`src/rtl/axi_rd_line_assembler.sv`:
```
// Packs BEATS read-data beats into one cache line and hands it on through a valid/ready port.
// Define AXI_RD_CWF_EN to enable critical-word-first placement through start_idx_i.
`timescale 1ns/1ps
module axi_rd_line_assembler #(
    parameter int BEAT_W = 8,
    parameter int BEATS  = 2
) (
    input  logic                     clk_i,
    input  logic                     rst_i,
    input  logic                     beat_valid_i,
    output logic                     beat_ready_o,
    input  logic [BEAT_W-1:0]        beat_data_i,
    input  logic                     beat_last_i,
    input  logic                     beat_err_i,
`ifdef AXI_RD_CWF_EN
    input  logic [$clog2(BEATS)-1:0] start_idx_i,
`endif
    output logic                     line_valid_o,
    input  logic                     line_ready_i,
    output logic [BEAT_W*BEATS-1:0]  line_data_o,
    output logic                     line_err_o,
    output logic                     line_len_err_o
);
    localparam int LINE_W = BEAT_W * BEATS;
    localparam int CNT_W  = $clog2(BEATS);
    localparam logic [CNT_W-1:0] LAST_IDX = CNT_W'(BEATS - 1);

    typedef enum logic {FILL, HOLD} state_t;

    state_t            state, state_next;
    logic [CNT_W-1:0]  cnt, off, idx;
    logic              err_acc;
    logic              accept, first, at_end, complete;
    logic [LINE_W-1:0] data_next;

`ifdef AXI_RD_CWF_EN
    logic [CNT_W-1:0] off_q;

    always_ff @(posedge clk_i) begin
        if (rst_i)
            off_q <= '0;
        else if (accept && first)
            off_q <= start_idx_i;
    end

    // The first beat uses the live start index; later beats reuse the captured one.
    assign off = first ? start_idx_i : off_q;
`else
    assign off = '0;
`endif

    assign line_valid_o = (state == HOLD);
    assign beat_ready_o = !rst_i && (!line_valid_o || line_ready_i);
    assign accept       = beat_valid_i && beat_ready_o;
    assign first        = (cnt == '0);
    assign at_end       = (cnt == LAST_IDX);
    assign complete     = accept && (beat_last_i || at_end);
    assign idx          = off + cnt;

    // NOTE: every always_comb output gets a default first so no latch can be inferred.
    always_comb begin
        state_next = state;
        if (complete)
            state_next = HOLD;
        else if (line_valid_o && line_ready_i)
            state_next = FILL;
    end

    // A new line starts from all-zero so slots a short burst never writes read as zero.
    always_comb begin
        data_next = first ? '0 : line_data_o;
        for (int k = 0; k < BEATS; k++) begin
            if (idx == CNT_W'(k))
                data_next[k*BEAT_W +: BEAT_W] = beat_data_i;
        end
    end

    // NOTE: sequential state uses non-blocking assignments so all registers update together.
    always_ff @(posedge clk_i) begin
        if (rst_i)
            state <= FILL;
        else
            state <= state_next;
    end

    // NOTE: the line register is a plain flop vector, so it is reset along with the control state.
    always_ff @(posedge clk_i) begin
        if (rst_i) begin
            cnt            <= '0;
            err_acc        <= 1'b0;
            line_data_o    <= '0;
            line_err_o     <= 1'b0;
            line_len_err_o <= 1'b0;
        end else if (accept) begin
            line_data_o <= data_next;
            if (complete) begin
                cnt            <= '0;
                err_acc        <= 1'b0;
                line_err_o     <= err_acc || beat_err_i;
                line_len_err_o <= beat_last_i != at_end;
            end else begin
                cnt     <= cnt + CNT_W'(1);
                err_acc <= err_acc || beat_err_i;
            end
        end
    end
endmodule
```
`config.mk`:
```
export PLATFORM = sky130hd
export DESIGN_NAME = axi_rd_line_assembler
export DESIGN_NICKNAME = d
export VERILOG_FILES = /design/src/rtl/axi_rd_line_assembler.sv
export SDC_FILE = /design/constraint.sdc
export NUM_CORES = 1
export LEC_CHECK = 0
export CORE_UTILIZATION = 39
export DETAILED_ROUTE_END_ITERATION = 8
export PLACE_DENSITY = 0.7
export SLEW_MARGIN = 20
export SYNTH_ARGS = -nofsm -noshare
export SYNTH_HDL_FRONTEND = slang
export SYNTH_SLANG_ARGS = --single-unit
```
`constraint.sdc`:
```
create_clock -name clk_i -period 1.6 [get_ports clk_i]
set_input_delay 0.16 -clock clk_i [delete_from_list [all_inputs] [get_ports clk_i]]
set_output_delay 0.16 -clock clk_i [all_outputs]
set_load 0.01 [all_outputs]
```
==> metrics.yaml, run 1 <==
die_h_um: 50.92
setup_violations: 0
synthTopCellsByArea: "dfxtp_1 45%, nand4_1 11%, o211ai_1 6.4%"
n_antenna_cell: 0
dpl.hpwl_mm: 1.680
coreArea_sq_mm: 0.002233
critPathMaxStageDelay_ns: 0.54
stdcell_count: 168
cp_slowest_cell: "clkdlybuf4s50_1"
leakage_nw: 0.5189
worstHoldPathType: "primary input to register"
synth_edf_count: 0
r2r-start: "at_end"
max_slew_margin_pct: 71.15
synth_warnings: 0
cp_cell_sequence: "clkdlybuf4s50_1"
r2r-end: "line_len_err_o"
place.port_buffers: 33
crit_fanout: 2
cts_resized: 0
cts_hold_buf: 0
worst-setup-path-type: "register to output port"
grt_start_max_net_pins: 19
clock_latency_ns: 0.29
grt_usage_pct: 18.56
netlist.area_leader.share_pct: 45.04
synth_area_sq_um: 933.4
ff2ff_path_depth: 4
cts-root-buf: "clkbuf_4"
drt_iter0_drc: 14
stdcell_area_sq_mm: 0.001333
required_ns: 1.44
skew_ns: 0.005206
yosysSeqAreaShare_pct: 45.04
synthFlopType: "dfxtp_1"
grt_antenna_before_repair: 0
vias: 913
die_w_um: 50.92
cp_data_arrival_time_ns: 1.20
hold_path_depth: 3
drv_cap: 0
path_clk_slew_ns: 0.11
drc: 0
ys_async_sr_fraction_pct: 0
fin_setup_tns_ns: 0
cp_num_cells: 1
routed_wl_mm: 2.218
clockBufferDepth: 2
cts_sinks: 21
cellPowerDensity_mw_per_mm2: 749.3
syn_avg_cell_area_sq_um: 8.806
ios: 34
drv_slew: 0
grt_pass1_vias: 833
cts_setup_buffers: 0
rsz0062_at_grt: "no"
period_needed_ns: 1.362
drive_above_1_share_pct: 10.71
cpLargestDelayFamily: "buffers and inverters"
avgViaCountPerCell: 5.435
ctsHtreeMaxLevel: 1
whs_ns: 0.4559
cts_tree: "done"
start_kind: "register"
die-area_sq_mm: 0.002593
start_util_pct: 41.79
fmax_ghz: 0.7341
rows: 17
cts_made_buffers: 3
gp_congestion: 0.7578
fin_nets: 156
dp_cells: 164
critPathCaptureType: "output port"
detail-route-antenna-nets: 0
ys_types: 24
yosys.area.top_type: "dfxtp_1"
post-route-util_pct: 59.66
synth_commonest_cells: "21 x dfxtp_1, 17 x nand4_1, 10 x a21oi_1, 9 x o21ai_0"
worst_pin_slew_ns: 0.4323
ir_drop_v: 0.0004226
status: "finished, final reports clean"
placed_area_sq_mm: 0.001304
hp-start: "beat_data_i[2]"
postSynthCellCount: 106
fin_crit_sh_pct: 85.13
synth_most_common_cell: "dfxtp_1"
crit_buf_inv: 1
reg2reg_slack_ns: 0.32
area_growth_pct: 42.76
grt_pass1_wl_mm: 3.663
first_pass_iters: 4
ys_ff_latch: 21
grt_overflow: 0
wl_per_cell_um: 13.20
hold_violations: 0
synthesis.nets: 121
setup.worst_path.start: "line_err_o"
hold_end: "line_data_o[2]"
==> per-stage QoR <==
step	total power, W	setup slack, ns
final	0.0009985	0.2378
after global routing	0.001055	0.1805
after CTS	0.001008	0.007851
after detailed placement	0.0007643	0.03108
after global placement	0.0007607	0.06812
after floorplan	0.0006617	0.05908
==> routing by layer <==
layer  track usage [%]  wire length (um)
met2             31.36              1073
met1             23.49              1023
met3             2.976               110
met5                 0                 0
met4             6.944                10
==> cell type report <==
class / count / area [sq um]
multi-input cells: 69 / 422.9
repair buffers: 42 / 412.9
well taps: 28 / 35.03
clock buffers: 4 / 26.28
flip-flops and latches: 21 / 420.4
inverters: 4 / 15.01
fillers: 210 / 900.9
==> placed cells by master (no fill, tap or decap), drive strengths merged, types with 2 or more instances in the layout <==
cell,n
dfxtp,21
o21ai,9
a31oi,2
inv,4
clkbuf,4
buf,9
a21oi,10
nor2,3
nand4,17
o211ai,8
clkdlybuf4s50,32
nor2b,3
nor3,2
nand2,8
nand2b,3
==> worst reg2reg max path: cells and delay by family (launching register included) <==
family,cells,cell delay (ns)
adders and majority gates,1,0.24
muxes,1,0.33
and+or+nand+nor,1,0.22
buffers and inverters,1,0.06
DFF,1,0.34
==> state kept, by name (all words and copies together) (netlist names) <==
register and cells:
line_err_o 1, line_len_err_o 1, at_end 1, err_acc 1, line_data_o 16, line_valid_o 1
==> kinds of logic (layout without fill, tap and decap cells) <==
family,count (synthesis),after routing,synth area share (%)
buffers and inverters,16,50,9.651
AO/OA/AOI/OAI,30,30,18.77
adder cells (fa/ha/maj),1,1,1.340
flip-flops,21,21,45.04
AND/OR/NAND/NOR,37,37,23.99
multiplexers,1,1,1.206
==> worst max-delay path by stage <==
stage / endpoint / slack (ns)
2_1_floorplan: line_len_err_o / 0.06
3_3_place_gp: line_len_err_o / 0.07
3_5_place_dp: line_len_err_o / 0.03
4_1_cts: beat_ready_o / 0.008
5_1_grt: line_valid_o / 0.18
6_report: line_err_o / 0.24
==> where the power goes <==
| part | internal (W) | switching (W) | total [W] |
|---|---|---|---|
| Clock | 0.0000969 | 0.000149 | 0.000246 |
| Combinational | 0.000104 | 0.0000920 | 0.000196 |
| Sequential | 0.000545 | 0.0000110 | 0.000556 |
| Total | 0.000747 | 0.000252 | 0.000999 |
No activity file was read; power rests on OpenSTA's default activity.
==> run 2, diff against run 1 <==
--- a/config.mk
+++ b/config.mk
@@ -5,9 +5,10 @@
 export SDC_FILE = /design/constraint.sdc
 export NUM_CORES = 1
 export LEC_CHECK = 0
-export CORE_UTILIZATION = 39
+export CORE_UTILIZATION = 43
 export DETAILED_ROUTE_END_ITERATION = 8
-export PLACE_DENSITY = 0.7
+export GPL_ROUTABILITY_DRIVEN = 0
+export PLACE_DENSITY = 0.74
 export SLEW_MARGIN = 20
 export SYNTH_ARGS = -nofsm -noshare
 export SYNTH_HDL_FRONTEND = slang
==> constraint.sdc (replaced) <==
create_clock -name clk_i -period 1.45 [get_ports clk_i]
set_input_delay 0.145 -clock clk_i [delete_from_list [all_inputs] [get_ports clk_i]]
set_output_delay 0.145 -clock clk_i [all_outputs]
set_load 0.01 [all_outputs]
==> metrics.yaml, run 2 (same netlist as run 1, synthesis figures left out) <==
status: "finished, final reports clean"
cellPowerDensity_mw_per_mm2: 815.2
largest_reg_flops: 16
detail-route-antenna-nets: 0
preCtsSetupSlack_ns: -0.07856
wl_per_cell_um: 12.43
cts_tree: "done"
start_kind: "register"
drv_slew: 0
stdcell_area_sq_mm: 0.001353
max_slew_margin_pct: 71.32
worstHoldPathType: "primary input to register"
grt_overflow: 0
area_growth_pct: 44.91
hold_violations: 0
top_register: "line_data_o"
die-area_sq_mm: 0.002361
grt_pass1_wl_mm: 3.726
crit_fanout: 3
grt_start_max_net_pins: 19
fin_crit_sh_pct: 91.55
grt_pass1_vias: 858
critPathMaxStageDelay_ns: 0.54
cts_hold_buf: 0
crit_buf_inv: 1
ios: 34
fin_ws_ns: 0.1225
final_common_cell: "clkdlybuf4s50_1"
rows: 16
required_ns: 1.31
setup_violations: 0
routed_wl_mm: 2.138
grt_antenna_before_repair: 0
fmax_ghz: 0.7533
clock_latency_ns: 0.29
placed_area_sq_mm: 0.001328
fin_nets: 161
final_cell_mix: "32 x clkdlybuf4s50_1, 21 x dfxtp_1, 17 x nand4_1"
drc: 0
avgViaCountPerCell: 5.442
path_clk_slew_ns: 0.11
place.port_buffers: 33
cpLargestDelayFamily: "buffers and inverters"
ir_drop_v: 0.0005486
ctsHtreeMaxLevel: 1
first_pass_iters: 4
drt_iter0_drc: 8
cp_cell_sequence: "clkdlybuf4s50_1"
worst-setup-path-type: "register to output port"
cp_data_arrival_time_ns: 1.18
worst_pin_slew_ns: 0.4298
start_util_pct: 46.62
die_h_um: 48.59
leakage_nw: 0.5279
n_antenna_cell: 0
drv_cap: 0
cts_made_buffers: 3
vias: 936
power_w: 0.001103
cts-root-buf: "clkbuf_4"
clockBufferDepth: 2
cp_slowest_cell: "clkdlybuf4s50_1"
critPathCaptureType: "output port"
grt_usage_pct: 19.64
drive_above_1_share_pct: 13.79
rsz0062_at_grt: "no"
skew_ns: 0.001063
cts_sinks: 21
period_needed_ns: 1.327
dpl.hpwl_mm: 1.638
die_w_um: 48.59
coreArea_sq_mm: 0.002002
[run 2: area by class of cell]
cell class	instances	area, sq um
repair buffers	47	434.2
inverters	4	15.01
clock buffers	4	26.28
fillers	173	649.4
multi-input cells	69	422.9
well taps	27	33.78
flip-flops and latches	21	420.4
[run 2: power by group]
part           leakage, nW  switching (W)  internal (W)  total (W)
sequential           0.171      0.0000126      0.000602   0.000614
combinational        0.342       0.000101      0.000120   0.000220
clock               0.0150       0.000161      0.000107   0.000268
total                0.528       0.000274      0.000829    0.00110
[run 2: per-layer routing]
metal | up-vias | share of wire [%] | track usage (%)
met5 | - | 0 | 0
met4 | 0 | 0.47 | 4.412
met3 | 2 | 4.6 | 2.830
met2 | 29 | 51 | 35.21
met1 | 441 | 44 | 24.80
li1 | 464 | - | -
[run 2: through the flow]
step	hold WS, ns	instances	setup TNS [ns]	utilization [%]
after floorplan	0.2817	106	0	-
after global placement	0.4599	168	-0.1058	66.31
after detailed placement	0.4668	168	-0.1092	66.31
after CTS	0.4460	172	0	67.56
after global routing	0.4261	172	0	67.56
final	0.4569	172	0	67.56
[run 2: timing repair]
action,CTS,global route
buffers inserted,0,0
setup endpoints to repair,1,0
gates resized for setup,1,0
[run 2: path summary, 6_finish.rpt]
check,from,cells past startpoint,slack (ns),end
setup / recovery,line_valid_o,1,0.12,line_valid_o
hold / removal,beat_data_i[5],3,0.46,line_data_o[5]
setup reg to reg,at_end,4,0.19,line_len_err_o
hold reg to reg,line_data_o[9],2,0.48,line_data_o[9]
==> run 3, diff against run 2 <==
--- a/config.mk
+++ b/config.mk
@@ -5,6 +5,7 @@
 export SDC_FILE = /design/constraint.sdc
 export NUM_CORES = 1
 export LEC_CHECK = 0
+export CAP_MARGIN = 5
 export CORE_UTILIZATION = 43
 export DETAILED_ROUTE_END_ITERATION = 8
 export GPL_ROUTABILITY_DRIVEN = 0
==> results of run 3 <==
Same layout as run 2: the final DEF is identical, and so are final timing and power.
